File: src/rtl/spi_ctrl_pkg.sv
`default_nettype none
// ============================================================================
// Module      : spi_ctrl_pkg
// Description : Shared definitions for the SPI register controller: command
//               opcodes, sequencer state encoding and frame-byte decode
//               helpers.
// Ports       : none (package)
// Revision    : 1.0 - initial release
// ============================================================================
package spi_ctrl_pkg;

    // Command opcodes carried in the first byte of a frame
    localparam logic [7:0] OP_WRITE = 8'h01;
    localparam logic [7:0] OP_READ  = 8'h02;
    localparam logic [7:0] OP_CLEAR = 8'h03;

    // Sequencer states with a fixed 3-bit encoding
    typedef enum logic [2:0] {
        ST_IDLE    = 3'd0,
        ST_OPCODE  = 3'd1,
        ST_ADDR    = 3'd2,
        ST_WDATA   = 3'd3,
        ST_RDATA   = 3'd4,
        ST_DISCARD = 3'd5
    } state_t;

    // True when an address byte lies outside a bank of num_regs registers.
    // Compared at 32 bits so a 256-entry bank never flags an error.
    function automatic logic addr_out_of_range(input logic [7:0] addr_byte,
                                               input int         num_regs);
        return ({24'd0, addr_byte} >= 32'(num_regs));
    endfunction

endpackage : spi_ctrl_pkg
`default_nettype wire

File: src/rtl/spi_reg_controller_reg_bank.sv
`default_nettype none
// ============================================================================
// Module      : reg_bank
// Description : NUM_REGS x 8-bit register storage with a single write port,
//               a synchronous whole-bank clear, a combinational read mux and
//               a flattened view of every register.
// Ports       : clk, rst        - clock and synchronous active-high reset
//               clear           - zero every register on this edge
//               wr_en/wr_idx/   - write port (ignored while clear is high)
//               wr_data
//               rd_idx/rd_data  - combinational read port
//               regs_flat       - reg i at bits [8i+7:8i]
// Revision    : 1.0 - initial release
// ============================================================================
module reg_bank
    import spi_ctrl_pkg::*;
#(
    parameter int NUM_REGS = 16,
    parameter int ADDR_W   = 4
) (
    input  logic                  clk,
    input  logic                  rst,
    input  logic                  clear,
    input  logic                  wr_en,
    input  logic [ADDR_W-1:0]     wr_idx,
    input  logic [7:0]            wr_data,
    input  logic [ADDR_W-1:0]     rd_idx,
    output logic [7:0]            rd_data,
    output logic [8*NUM_REGS-1:0] regs_flat
);

    logic [7:0] r_regs [NUM_REGS];

    always_ff @(posedge clk) begin
        if (rst || clear) begin
            for (int i = 0; i < NUM_REGS; i++) begin
                r_regs[i] <= 8'h00;
            end
        end else if (wr_en) begin
            r_regs[wr_idx] <= wr_data;
        end
    end

    assign rd_data = r_regs[rd_idx];

    generate
        for (genvar g = 0; g < NUM_REGS; g++) begin : g_flat
            assign regs_flat[8*g +: 8] = r_regs[g];
        end
    endgenerate

endmodule : reg_bank
`default_nettype wire

File: src/rtl/spi_reg_controller.sv
`default_nettype none
// ============================================================================
// Module      : spi_reg_controller
// Description : Command sequencer between an SPI slave byte stream and a
//               register bank. Parses chip-select framed commands
//               (WRITE / READ / CLEAR), performs burst writes and burst
//               reads with a wrapping pointer, and flags protocol errors.
// Ports       : clk, rst         - clock, synchronous active-high reset
//               frame_active     - synchronized chip select
//               byte_in/valid    - received byte and its one-cycle strobe
//               tx_byte/tx_load  - next byte to shift out and its pulse
//               regs_flat        - register bank, reg i at [8i+7:8i]
//               wr_strobe/addr   - one pulse per register write + index
//               busy             - sequencer not idle
//               cmd_error        - sticky protocol error
// Revision    : 1.0 - initial release
// ============================================================================
module spi_reg_controller
    import spi_ctrl_pkg::*;
#(
    parameter int NUM_REGS = 16,
    parameter int ADDR_W   = 4
) (
    input  logic                  clk,
    input  logic                  rst,
    input  logic                  frame_active,
    input  logic [7:0]            byte_in,
    input  logic                  byte_valid,
    output logic [7:0]            tx_byte,
    output logic                  tx_load,
    output logic [8*NUM_REGS-1:0] regs_flat,
    output logic                  wr_strobe,
    output logic [ADDR_W-1:0]     wr_addr,
    output logic                  busy,
    output logic                  cmd_error
);

    state_t              r_state;
    logic [ADDR_W-1:0]   r_ptr;
    logic                r_is_read;
    logic [7:0]          r_tx_byte;
    logic                r_tx_load;
    logic                r_wr_strobe;
    logic [ADDR_W-1:0]   r_wr_addr;
    logic                r_cmd_error;

    logic                w_byte_ok;
    logic [ADDR_W-1:0]   w_addr_idx;
    logic                w_addr_oob;
    logic [ADDR_W-1:0]   w_rd_idx;
    logic [7:0]          w_rd_data;
    logic                w_bank_we;
    logic                w_bank_clear;

    // A byte counts only while chip select is asserted in the same cycle
    assign w_byte_ok  = byte_valid && frame_active;
    assign w_addr_idx = byte_in[ADDR_W-1:0];
    assign w_addr_oob = addr_out_of_range(byte_in, NUM_REGS);

    // The first read of a burst uses the address byte arriving now; later
    // reads use the running pointer.
    assign w_rd_idx = (r_state == ST_ADDR) ? w_addr_idx : r_ptr;

    // Bank controls are decoded combinationally so the write/clear lands on
    // the same edge that consumes the byte.
    assign w_bank_we    = w_byte_ok && (r_state == ST_WDATA);
    assign w_bank_clear = w_byte_ok && (r_state == ST_OPCODE) && (byte_in == OP_CLEAR);

    reg_bank #(
        .NUM_REGS (NUM_REGS),
        .ADDR_W   (ADDR_W)
    ) u_reg_bank (
        .clk       (clk),
        .rst       (rst),
        .clear     (w_bank_clear),
        .wr_en     (w_bank_we),
        .wr_idx    (r_ptr),
        .wr_data   (byte_in),
        .rd_idx    (w_rd_idx),
        .rd_data   (w_rd_data),
        .regs_flat (regs_flat)
    );

    always_ff @(posedge clk) begin
        if (rst) begin
            r_state     <= ST_IDLE;
            r_ptr       <= '0;
            r_is_read   <= 1'b0;
            r_tx_byte   <= 8'h00;
            r_tx_load   <= 1'b0;
            r_wr_strobe <= 1'b0;
            r_wr_addr   <= '0;
            r_cmd_error <= 1'b0;
        end else begin
            r_tx_load   <= 1'b0;
            r_wr_strobe <= 1'b0;

            if (!frame_active) begin
                // Chip select released: abandon whatever was in progress
                r_state <= ST_IDLE;
            end else begin
                case (r_state)
                    ST_IDLE: begin
                        r_state <= ST_OPCODE;
                    end

                    ST_OPCODE: begin
                        if (byte_valid) begin
                            case (byte_in)
                                OP_WRITE: begin
                                    r_is_read <= 1'b0;
                                    r_state   <= ST_ADDR;
                                end
                                OP_READ: begin
                                    r_is_read <= 1'b1;
                                    r_state   <= ST_ADDR;
                                end
                                OP_CLEAR: begin
                                    r_cmd_error <= 1'b0;
                                    r_state     <= ST_DISCARD;
                                end
                                default: begin
                                    r_cmd_error <= 1'b1;
                                    r_state     <= ST_DISCARD;
                                end
                            endcase
                        end
                    end

                    ST_ADDR: begin
                        if (byte_valid) begin
                            if (w_addr_oob) begin
                                r_cmd_error <= 1'b1;
                                r_state     <= ST_DISCARD;
                            end else if (r_is_read) begin
                                r_tx_byte <= w_rd_data;
                                r_tx_load <= 1'b1;
                                r_ptr     <= w_addr_idx + ADDR_W'(1);
                                r_state   <= ST_RDATA;
                            end else begin
                                r_ptr   <= w_addr_idx;
                                r_state <= ST_WDATA;
                            end
                        end
                    end

                    ST_WDATA: begin
                        if (byte_valid) begin
                            r_wr_strobe <= 1'b1;
                            r_wr_addr   <= r_ptr;
                            r_ptr       <= r_ptr + ADDR_W'(1);
                        end
                    end

                    ST_RDATA: begin
                        // Incoming byte is a dummy; only its arrival matters
                        if (byte_valid) begin
                            r_tx_byte <= w_rd_data;
                            r_tx_load <= 1'b1;
                            r_ptr     <= r_ptr + ADDR_W'(1);
                        end
                    end

                    ST_DISCARD: begin
                        r_state <= ST_DISCARD;
                    end

                    default: begin
                        r_state <= ST_IDLE;
                    end
                endcase
            end
        end
    end

    assign tx_byte   = r_tx_byte;
    assign tx_load   = r_tx_load;
    assign wr_strobe = r_wr_strobe;
    assign wr_addr   = r_wr_addr;
    assign busy      = (r_state != ST_IDLE);
    assign cmd_error = r_cmd_error;

endmodule : spi_reg_controller
`default_nettype wire

File: config.mk
export PLATFORM = sky130hd
export DESIGN_NAME = spi_reg_controller
export DESIGN_NICKNAME = d
export VERILOG_FILES = /design/src/rtl/spi_ctrl_pkg.sv /design/src/rtl/spi_reg_controller_reg_bank.sv /design/src/rtl/spi_reg_controller.sv
export SDC_FILE = /design/constraint.sdc
export NUM_CORES = 1
export LEC_CHECK = 0
export BUFFER_PORTS_ARGS = -buffer_cell sky130_fd_sc_hd__buf_4
export CORE_ASPECT_RATIO = 1.2
export CORE_MARGIN = 1.5
export CORE_UTILIZATION = 51
export CTS_BUF_LIST = sky130_fd_sc_hd__clkbuf_2 sky130_fd_sc_hd__clkbuf_4 sky130_fd_sc_hd__clkbuf_8
export CTS_CLUSTER_SIZE = 40
export DETAILED_ROUTE_END_ITERATION = 7
export PLACE_DENSITY = 0.8
export SLEW_MARGIN = 20
export SYNTH_ARGS = -nofsm -noshare
export SYNTH_HDL_FRONTEND = slang
export SYNTH_HIERARCHICAL = 1
export SYNTH_SLANG_ARGS = --single-unit
File: constraint.sdc
create_clock -name clk -period 2.96 [get_ports clk]
set_clock_uncertainty 0.15 [all_clocks]
set_input_delay 0.296 -clock clk [delete_from_list [all_inputs] [get_ports clk]]
set_output_delay 0.296 -clock clk [all_outputs]
set_load 0.005 [all_outputs]
==> results.yml <==
timing:
  period_needed_ns: 2.86
  slew_violations: 0
  rsz0062_at_grt: "no"
  setup_viol: 0
  slew_headroom_pct: 42.4
  fmax_ghz: 0.349
  fin_crit_sh_pct: 96.8
  finalHoldViolations: 0
  worst_slew_pin_slew_ns: 0.859
synth:
  ys_seq_area_share_pct: 60.3
  avgSynthCellArea_um2: 12.3
  synth_area_leaders: "edfxtp_1 54%, nor2_1 7.5%, dfxtp_1 6.4%"
  synth_top_area_cell: "edfxtp_1"
  synth-edff-count: 128
  synth_cell_types: 54
  synthTopCellsByCount: "143 x nor2_1, 128 x edfxtp_1, 72 x nand2_1"
  ys_seq_elements: 151
  ys.flop_type: "edfxtp_1"
  synthCells: 580
  syn_nets: 597
  syn_area_mm2: 0.00714
  ys_async_sr_fraction_pct: 0
  synth.most_common_cell: "nor2_1"
  yosysTopAreaCellShare_pct: 53.8
  yosys_warnings: 6
cts:
  h-tree-depth: 4
  cts_made_buffers: 17
  cts.clk_slew.worst_paths_ns: 0.08
  cts-root-buf: "clkbuf_8"
  insertion_delay_ns: 0.45
  post_cts_buffers: 0
  cts_tree: "built"
  cts.sinks: 151
  clk_path_buf_depth: 2
pwr:
  total_power_mw: 4.27
  ir_worst_vdd_mv: 0.302
  power_leakage_nw: 3.43
  power_density_mw_per_mm2: 472
global_route:
  grt_start_max_net_pins: 33
  overflow: 0
  track_usage_pct: 28.7
  grt_pass1_wl_mm: 31.7
  antenna_found_initial: 0
  grt_pass1_vias: 5600
floorplan:
  start_util_pct: 51.9
  core_area_mm2: 0.0138
  die-area_mm2: 0.0147
  fp-row-count: 47
  die_w_um: 111
  die_height_um: 133
  io_pins: 156
drt:
  route.detailed.drc: 0
  wire_per_inst_um: 22.4
  drt_iter0_drc: 598
  via_count: 5748
  viasPerCell: 6.11
  wl_mm: 21.1
  dr.pass1.iters: 6
  ant_nets: 0
job:
  maxCapViolations: 0
place:
  dp_hpwl_mm: 15.3
  placed_cells: 909
  io_buffer_count: 155
  place.gp.congestion: 0.902
worst_setup_path:
  crit_path_frequent_cell: "nand2_1"
  crit_slowest_cell: "mux4_1"
  worstSetupStartpointType: "register"
  path_delay_family: "multiplexers"
  slowest_delay_ns: 0.66
  crit_path_max_fanout: 32
  cp.required_ns: 3.15
  arrival_ns: 3.05
  crit_type: "register to register"
  end_kind: "register"
  critPathBufInv: 1
  cp_cell_sequence: "or2b_2, nor2_1, mux2_2, buf_12, mux4_1, a22oi_1, nand2_1, nand2_1, mux2i_1"
cells_and_area:
  area.growth.synth_to_final_pct: 26.7
  finalNonFillerCells: 941
  final_nets: 775
  diodes: 0
  final_layout_size_suffix_gt1_share_pct: 33.8
run_status:
  status: "completed"
worst_hold_path:
  min_path_type: "primary input to register"
cells in the final DEF, fill, tap and decap left out, types with 2 or more instances in the layout:
| cell | count |
|---|---|
| mux4_2 | 18 |
| and2_1 | 3 |
| mux4_1 | 14 |
| nor4_1 | 3 |
| a211oi_1 | 2 |
| inv_6 | 2 |
| a22oi_1 | 15 |
| nand3_1 | 3 |
| or4_1 | 2 |
| o31ai_1 | 3 |
| mux2_2 | 4 |
| buf_12 | 4 |
| nand4_1 | 3 |
| o21ai_1 | 4 |
| nand2b_1 | 3 |
| mux2i_1 | 10 |
| or2_2 | 4 |
| clkbuf_4 | 2 |
| o311ai_0 | 2 |
| edfxtp_1 | 128 |
| clkbuf_8 | 17 |
| nand2_1 | 72 |
| ha_1 | 5 |
| clkinvlp_4 | 2 |
| bufinv_16 | 2 |
| clkinv_4 | 2 |
| o21ai_0 | 21 |
| xnor2_1 | 3 |
| clkinv_2 | 2 |
| inv_1 | 5 |
| dfxtp_1 | 23 |
| a31oi_1 | 3 |
| buf_4 | 194 |
| clkinv_1 | 2 |
| nor2b_1 | 6 |
| a21oi_1 | 12 |
| nor2_1 | 143 |
| nand4b_1 | 4 |
cell type report:
class                           count  area, um2
Inverter                            6       22.5
Sequential cell                   151       4300
Timing Repair Buffer              199       1550
Clock buffer                       19        249
Fill cell                        1018       4710
Tap cell                          171        214
Multi-Input combinational cell    383       2580
Clock inverter                     12        129
where the power goes:
part / total, mW / leakage (nW) / switching [mW] / internal [mW]
registers: 2.41 / 1.51 / 0.0469 / 2.36
logic: 0.337 / 1.74 / 0.178 / 0.159
clock network: 1.53 / 0.187 / 0.766 / 0.761
timing repair:
action	4_1_cts	5_1_grt
gates cloned	0	0
pin swaps	0	0
gates resized for setup	0	2
hold buffers	1	0
setup endpoints to repair	16	2
hold endpoints to repair	9	0
tightest hold or removal path: stages:
cell and delay, ns:
buf_4 0.13, nand3_1 0.08, o211ai_1 0.10, a21oi_1 0.08
per-stage QoR:
step	setup WS [ns]	hold slack (ns)	area [um2]	TNS, ns	util [%]
after global routing	0.0129	0.137	9050	0	65.8
after CTS	-0.0926	0.0971	9040	-1.40	65.7
after floorplan	0.216	0.263	7140	0	-
final	0.0960	0.136	9050	0	65.8
after detailed placement	-0.0401	0.304	8650	-0.551	62.9
after global placement	-0.0864	0.297	8650	-0.690	62.9
cell families after synthesis:
kind of cell	count (synthesis)	synth area share [%]
AOI/OAI and AO/OA	73	6.66
xor gates and xnor gates	3	0.368
adders and majority gates	5	0.876
buffers and inverters	46	3.66
DFF	151	60.3
muxes	46	12.9
and+or+nand+nor	256	15.3
routing by layer:
layer  wire [um]  global-route usage (%)  share of wire [%]
met1        7730                    36.0                 37
met5           0                       0                  0
met2       10400                    47.6                 49
met4         740                    12.9                3.5
met3        2190                    7.24                 10
final timing paths:
| check | startpoint | end | slack (ns) | depth (start not counted) |
|---|---|---|---|---|
| hold reg to reg | tx_byte[2] | tx_byte[2] | 0.31 | 2 |
| setup / recovery | r_state[1] | tx_byte[5] | 0.1 | 9 |
| hold / removal | byte_valid | r_state[0] | 0.14 | 4 |
| setup reg to reg | r_state[1] | tx_byte[5] | 0.1 | 9 |
state kept, by name (all words and copies together), names as in the netlist:
signal / count
tx_load: 1
r_state: 3
wr_strobe: 1
cmd_error: 1
tx_byte: 8
u_reg_bank/r_regs: 128
r_ptr: 4
r_is_read: 1
wr_addr: 4
Note: power is estimated with default switching activity, not from simulation.
